**src/rtl/irq_pkg.sv**
```systemverilog
// rtl/irq_pkg.sv - shared types and constants for the interrupt controller
// Contents:
//   irq_state_t      - arbitration FSM states (IDLE, REQ, GAP)
//   DEFAULT_CHANNELS - default number of interrupt sources
package irq_pkg;

    localparam int DEFAULT_CHANNELS = 8;

    typedef enum logic [1:0] {
        IDLE = 2'd0,
        REQ  = 2'd1,
        GAP  = 2'd2
    } irq_state_t;

endpackage

```
**src/rtl/irq_if.sv**
```systemverilog
// rtl/irq_if.sv - interrupt handshake between controller and core
// Signals:
//   intr - interrupt request to core (controller drives)
//   vect - vector number of the presented channel (controller drives)
//   ack  - one-cycle pulse from core, current vector accepted (core drives)
// Modports: master = controller side, slave = core side.
interface irq_if #(
    parameter int VECT_W = 3
) ();
    logic              intr;
    logic [VECT_W-1:0] vect;
    logic              ack;

    modport master (output intr, output vect, input ack);
    modport slave  (input intr, input vect, output ack);
endinterface

```
**src/rtl/irq_prio_enc.sv**
```systemverilog
// rtl/irq_prio_enc.sv - combinational fixed-priority encoder, lowest index wins
// Ports:
//   req   in  CHANNELS  request vector
//   valid out 1         any request set
//   idx   out IDX_W     index of the lowest set request (0 when none)
module irq_prio_enc #(
    parameter int CHANNELS = 8,
    parameter int IDX_W    = $clog2(CHANNELS)
) (
    input  logic [CHANNELS-1:0] req,
    output logic                valid,
    output logic [IDX_W-1:0]    idx
);

    always_comb begin
        valid = |req;
        idx   = '0;
        // Scan downwards so the last hit, and therefore the winner, is the lowest index.
        for (int i = CHANNELS - 1; i >= 0; i--) begin
            if (req[i]) begin
                idx = IDX_W'(i);
            end
        end
    end

endmodule

```
**src/rtl/irq_controller.sv**
```systemverilog
// rtl/irq_controller.sv - vectored interrupt controller with edge/level sources
// Ports:
//   clock     in  1         single clock, rising edge
//   reset_n   in  1         asynchronous active-low reset
//   irq_i     in  CHANNELS  raw interrupt lines
//   mode_i    in  CHANNELS  per channel: 1 = rising edge, 0 = level high
//   mask_i    in  CHANNELS  per channel: 1 = enabled
//   core      irq_if.master intr / vect / ack handshake with the core
//   pending_o out CHANNELS  pending register
// Build option: IRQ_SYNC_EN selects a two-flop input synchroniser; without it
// a single register stage is used and irq_i must be synchronous to clock.
// Note: previous-sample flops reset to 0, so a line already high at reset
// release produces exactly one edge event on its first synced high sample.
module irq_controller
    import irq_pkg::*;
#(
    parameter int CHANNELS = DEFAULT_CHANNELS,
    parameter int VECT_W   = $clog2(CHANNELS)
) (
    input  logic                clock,
    input  logic                reset_n,
    input  logic [CHANNELS-1:0] irq_i,
    input  logic [CHANNELS-1:0] mode_i,
    input  logic [CHANNELS-1:0] mask_i,
    irq_if.master               core,
    output logic [CHANNELS-1:0] pending_o
);

    logic [CHANNELS-1:0] sync_q;
    logic [CHANNELS-1:0] prev_q;
    logic [CHANNELS-1:0] pending_q;
    logic [CHANNELS-1:0] pending_d;
    logic [CHANNELS-1:0] edge_evt;
    logic [CHANNELS-1:0] ack_clr;
    logic [VECT_W-1:0]   vect_q;
    logic                win_valid;
    logic [VECT_W-1:0]   win_idx;
    irq_state_t          state_q;
    irq_state_t          state_d;

`ifdef IRQ_SYNC_EN
    logic [CHANNELS-1:0] meta_q;

    always_ff @(posedge clock or negedge reset_n) begin
        if (!reset_n) begin
            meta_q <= '0;
            sync_q <= '0;
        end else begin
            meta_q <= irq_i;
            sync_q <= meta_q;
        end
    end
`else
    always_ff @(posedge clock or negedge reset_n) begin
        if (!reset_n) begin
            sync_q <= '0;
        end else begin
            sync_q <= irq_i;
        end
    end
`endif

    assign edge_evt = sync_q & ~prev_q;

    // Only edge-mode bits are cleared by ack; level bits follow the line.
    assign ack_clr = (state_q == REQ && core.ack)
                   ? ((CHANNELS'(1) << vect_q) & mode_i) : '0;

    // A new edge in the same cycle as its ack clear keeps the bit pending.
    assign pending_d = (mode_i & (edge_evt | (pending_q & ~ack_clr)))
                     | (~mode_i & sync_q);

    always_ff @(posedge clock or negedge reset_n) begin
        if (!reset_n) begin
            prev_q    <= '0;
            pending_q <= '0;
        end else begin
            prev_q    <= sync_q;
            pending_q <= pending_d;
        end
    end

    assign pending_o = pending_q;

    irq_prio_enc #(
        .CHANNELS (CHANNELS),
        .IDX_W    (VECT_W)
    ) u_prio_enc (
        .req   (pending_q & mask_i),
        .valid (win_valid),
        .idx   (win_idx)
    );

    // Winner is frozen on entry to REQ so later arrivals or mask changes
    // cannot disturb the vector the core is about to read.
    always_ff @(posedge clock or negedge reset_n) begin
        if (!reset_n) begin
            vect_q <= '0;
        end else if (state_q == IDLE && win_valid) begin
            vect_q <= win_idx;
        end
    end

    always_ff @(posedge clock or negedge reset_n) begin
        if (!reset_n) begin
            state_q <= IDLE;
        end else begin
            state_q <= state_d;
        end
    end

    always_comb begin
        state_d = state_q;
        case (state_q)
            IDLE:    if (win_valid) state_d = REQ;
            REQ:     if (core.ack)  state_d = GAP;
            GAP:     state_d = IDLE;
            default: state_d = IDLE;
        endcase
    end

    always_comb begin
        core.intr = 1'b0;
        core.vect = '0;
        if (state_q == REQ) begin
            core.intr = 1'b1;
            core.vect = vect_q;
        end
    end

endmodule

```
**src/flat_wrapper.sv**
```systemverilog
// flat-port wrapper written by rule: the top's interface ports become plain ports
module irq_controller_flat import irq_pkg::*;
#(
    parameter int CHANNELS = DEFAULT_CHANNELS,
    parameter int VECT_W   = $clog2(CHANNELS)
)
  (clock, reset_n, irq_i, mode_i, mask_i, pending_o, core_intr, core_vect, core_ack);
  irq_if #(.VECT_W(VECT_W)) core_i ();
  input  logic clock;
  input  logic reset_n;
  input  logic [CHANNELS-1:0] irq_i;
  input  logic [CHANNELS-1:0] mode_i;
  input  logic [CHANNELS-1:0] mask_i;
  output logic [CHANNELS-1:0] pending_o;
  output wire logic [$bits(core_i.intr)-1:0] core_intr;
  output wire logic [$bits(core_i.vect)-1:0] core_vect;
  input wire logic [$bits(core_i.ack)-1:0] core_ack;
  assign core_intr = core_i.intr;
  assign core_vect = core_i.vect;
  assign core_i.ack = core_ack;
  irq_controller #(.CHANNELS(CHANNELS), .VECT_W(VECT_W)) u_core (.clock(clock), .reset_n(reset_n), .irq_i(irq_i), .mode_i(mode_i), .mask_i(mask_i), .core(core_i), .pending_o(pending_o));
endmodule
```
**config.mk**
```make
export PLATFORM = sky130hd
export DESIGN_NAME = irq_controller_flat
export DESIGN_NICKNAME = d
export VERILOG_FILES = /design/src/rtl/irq_pkg.sv /design/src/rtl/irq_if.sv /design/src/rtl/irq_prio_enc.sv /design/src/rtl/irq_controller.sv /design/src/flat_wrapper.sv
export SDC_FILE = /design/constraint.sdc
export NUM_CORES = 1
export LEC_CHECK = 0
export ABC_CLOCK_PERIOD_IN_PS = 1480
export CELL_PAD_IN_SITES_DETAIL_PLACEMENT = 1
export CELL_PAD_IN_SITES_GLOBAL_PLACEMENT = 1
export CORE_MARGIN = 2
export CORE_UTILIZATION = 35
export CTS_BUF_LIST = sky130_fd_sc_hd__clkbuf_4 sky130_fd_sc_hd__clkbuf_8
export CTS_CLUSTER_DIAMETER = 50
export CTS_CLUSTER_SIZE = 10
export DETAILED_ROUTE_END_ITERATION = 10
export MAX_ROUTING_LAYER = met4
export PLACE_DENSITY_LB_ADDON = 0.1
export SLEW_MARGIN = 20
export SYNTH_ARGS = -nofsm -noshare
export SYNTH_HDL_FRONTEND = slang
export SYNTH_SLANG_ARGS = --single-unit
```
**constraint.sdc**
```tcl
create_clock -name clock -period 1.48 [get_ports clock]
set_clock_uncertainty 0.15 [all_clocks]
set_input_delay 0.296 -clock clock [delete_from_list [all_inputs] [get_ports clock]]
set_output_delay 0.296 -clock clock [all_outputs]
set_load 0.01 [all_outputs]
```
==> results of run 1 <==
-- cell usage after synthesis --
cell type,n,area share
nand4_1,2,0.011
nand3_1,5,0.022
dfrtp_1,29,0.65
and3b_2,2,0.018
a31o_2,1,0.0079
a21oi_1,4,0.018
inv_1,1,0.0034
nand2_1,18,0.061
a211oi_1,1,0.0067
a32o_1,9,0.081
nor3b_2,1,0.011
a31oi_1,1,0.0056
o2bb2ai_1,1,0.0079
nor2b_1,1,0.0056
o21ai_0,1,0.0045
o211ai_1,1,0.0067
and2_1,1,0.0056
a22oi_1,4,0.027
and2_2,4,0.027
nor2b_4,1,0.012
nor2_1,2,0.0067
-- timing repair --
action | CTS | global route
setup buffers | 8 | 5
resized for setup | 36 | 23
setup endpoints to repair | 14 | 23
pin swaps | 9 | 10
hold buffers | 0 | 0
-- report_power, final --
group	internal (mW)	switching, mW	total (mW)
Combinational	0.538	0.428	0.966
Clock	0.244	0.270	0.514
Sequential	0.892	0.0641	0.956
-- registers in the layout, summed over array words and instances (netlist names) --
| signal | count |
|---|---|
| u_core.pending_o | 8 |
| u_core.prev_q | 8 |
| u_core.sync_q | 8 |
| u_core.vect_q | 3 |
| u_core.state_q | 2 |
-- cells by family (layout without fill, tap and decap cells) --
| kind of cell | Yosys count | after routing | share of synthesized area |
|---|---|---|---|
| AND/OR/NAND/NOR | 37 | 37 | 0.181 |
| flip-flops | 29 | 29 | 0.651 |
| AO/OA/AOI/OAI | 23 | 23 | 0.165 |
| buffers and inverters | 1 | 75 | 0.00336 |
-- path summary, 6_finish.rpt --
| path | cells past startpoint | end | slack [ns] | from |
|---|---|---|---|---|
| setup / recovery | 4 | core_vect[2] | -0.27 | u_core.state_q[1] |
| hold / removal | 2 | u_core.pending_o[1] | 0.17 | reset_n |
| setup reg to reg | 7 | u_core.pending_o[7] | -0.20 | u_core.state_q[1] |
| hold reg to reg | 0 | u_core.prev_q[7] | 0.24 | u_core.sync_q[7] |
| max in group asynchronous | 2 | u_core.sync_q[5] | 0.85 | reset_n |
| min in group clock | 0 | u_core.prev_q[7] | 0.24 | u_core.sync_q[7] |
-- cell type report --
cell class                      count  area share
Timing Repair Buffer               66       0.327
Clock buffer                        8      0.0315
Sequential cell                    29       0.380
Inverter                            1     0.00197
Multi-Input combinational cell     60       0.231
Tap cell                           44      0.0289
-- worst max-delay path, stage by stage, from the launching register on --
cell and delay [ns]:
dfrtp_1 0.42, nor2b_4 0.17, buf_6 0.13, and2_4 0.15, buf_6 0.10
-- stage by stage --
step	total power [mW]	TNS (ns)	worst slack, ns
2_1_floorplan	1.27	0	0.0837
3_3_place_gp	1.69	-2.50	-0.228
3_5_place_dp	1.72	-2.88	-0.309
4_1_cts	2.33	-1.06	-0.256
5_1_grt	2.56	-2.23	-0.324
6_report	2.44	-1.35	-0.265
-- metal layers --
metal / track usage / vias up / part of all wire
met3: 0.0618 / 8 / 0.047
met5: - / - / 0
met2: 0.357 / 30 / 0.53
met1: 0.239 / 521 / 0.39
met4: 0.0994 / 0 / 0.024
li1: - / 476 / -
==> run summary, run 1 <==
STA classifies the critical path endpoint as a primary output. The required time of the critical path came out at between 1 and 1.5 ns. The total global-route track usage is 0.215.

The largest net degree at the start of global routing is 30. The number of core rows is 20. The peak ir drop on the vdd network came out at 0.000626 V.

The path class of the lowest-slack min-delay path is input port to async pin. The clock transition at the registers of the reported paths is 0.09 ns. The DRC violation count after routing came out at 0.

The area of the core came out at 0.00305 mm^2. The maximum number of buffers from clock root to sink came out at 2. In the layout the commonest cells are 29 x dfrtp_1, 26 x clkdlybuf4s50_1, 20 x buf_4. The CTS tree is built. Once layout is complete, the utilization of the core stands at 0.625. The final wirelength is approximately 3.5 mm. After detailed placement, the design holds a cell count of 187. The post-synthesis sequential area ratio came out at 0.651. The checks that failed: negative setup slack. The measured slew at the worst slew-check pin is slightly below 0.3 ns.

The wire length of the first global-routing pass came out at 5.29 mm. The post-route clock period utilization came out at 1.18. Relative to the synthesized area, the layout overhead comes to 71.2%.

The area of the mapped netlist is 0.00111 mm^2. The count of pins on the block boundary is 39. The later-pin clock latency in the skew report is 0.33 ns. Fill cells in the final layout number 332. The chip height is 60.4 um. The die span in x is just over 60 um.

In the final routed layout, each cell accounts on average for 16.9 um. Detailed placement finished with a half-perimeter wire length of 2.39 mm. After the first detailed-routing iteration, the DRC count stood at 21. The aggregate global routing overflow is 0. The number of nets at the end of the flow came out at 190.

The flow ran to the end, but the final reports show violations. Summing all placed instances gives a cell area of around 0.0017 mm^2. The combined area of the multi-input logic cells is about 440 um^2. Dividing the synthesized area by the synthesized cell count gives 12.4 um^2. The post-route cell area is 0.00191 mm^2.

The setup path with the least slack is of type flip-flop to primary output. The initial antenna violation count came to 0. The count of endpoints failing setup in the final report came out at 11. For this design, the sink count on the clock tree is 29. The largest fanout on the critical path came out at 5. During synthesis, Yosys emitted a total of 0 warnings. For this configuration, the core starts out at a cell density of 0.365. The smallest hold slack came out at 0.168 ns. The count of antenna-violating nets left after detailed routing came out at 0. At the worst endpoint, the arrival time is 1.30 ns. 0 antenna diodes ended up in the layout.

In this run the tool buffered the top-level ports with 38 buffer cells. Buffers inserted during clock tree synthesis total 5. The final weighted congestion of routability-driven global placement came out at 0.866. The leakage power of the design is about 0.83 nW.

The total vias in the final route came out at ~1,000. The first detailed-routing pass took 3 iterations. The flip-flop and latch count after synthesis came out at 29. Measured against its own limit, the worst slew margin works out to 0.807. The library cell used most frequently in the layout, excluding fill and tap cells, is dfrtp_1.

The tool flagged a number of max-cap violations equal to 0. The count of pins over their slew limit was 0. The H-tree was split into 2 levels.

The via count of the first global-routing pass came out at 1,125. STA classifies the critical path startpoint as a flip-flop. The achievable clock frequency came out at 573 MHz. When the netlist entered floorplanning its net count stood at 117.

Setup repair after global routing could not meet its margin everywhere. The final critical-path required period came out at roughly 1.7 ns. Synthesis produced a netlist whose cell count is 90. The die area came out at around 0.0037 mm^2. Across all setup checks in the final design, the least slack found is -0.265 ns. The sequential cells in the finished layout cover a total of between 700 and 800 um^2.

The via-per-instance ratio is 4.98. The share of post-route cells with drive strength above 1 came out at 0.378. The netlist uses 21 different library cells. Clock tree synthesis selected as its root buffer the cell clkbuf_4. The final count of hold timing violations is 0. The count of cells in the finished layout, fillers not included, comes to 208. The power density over cell area is 1280 mW/mm^2.
No activity file was read; power rests on OpenSTA's default activity.
==> run 2, diff against run 1 <==
Settings changed: CTS_CLUSTER_DIAMETER 50 to 80, SLEW_MARGIN 20 to default.
==> results of run 2 <==
The final DEF is identical to that of run 1; final timing and power are the same.
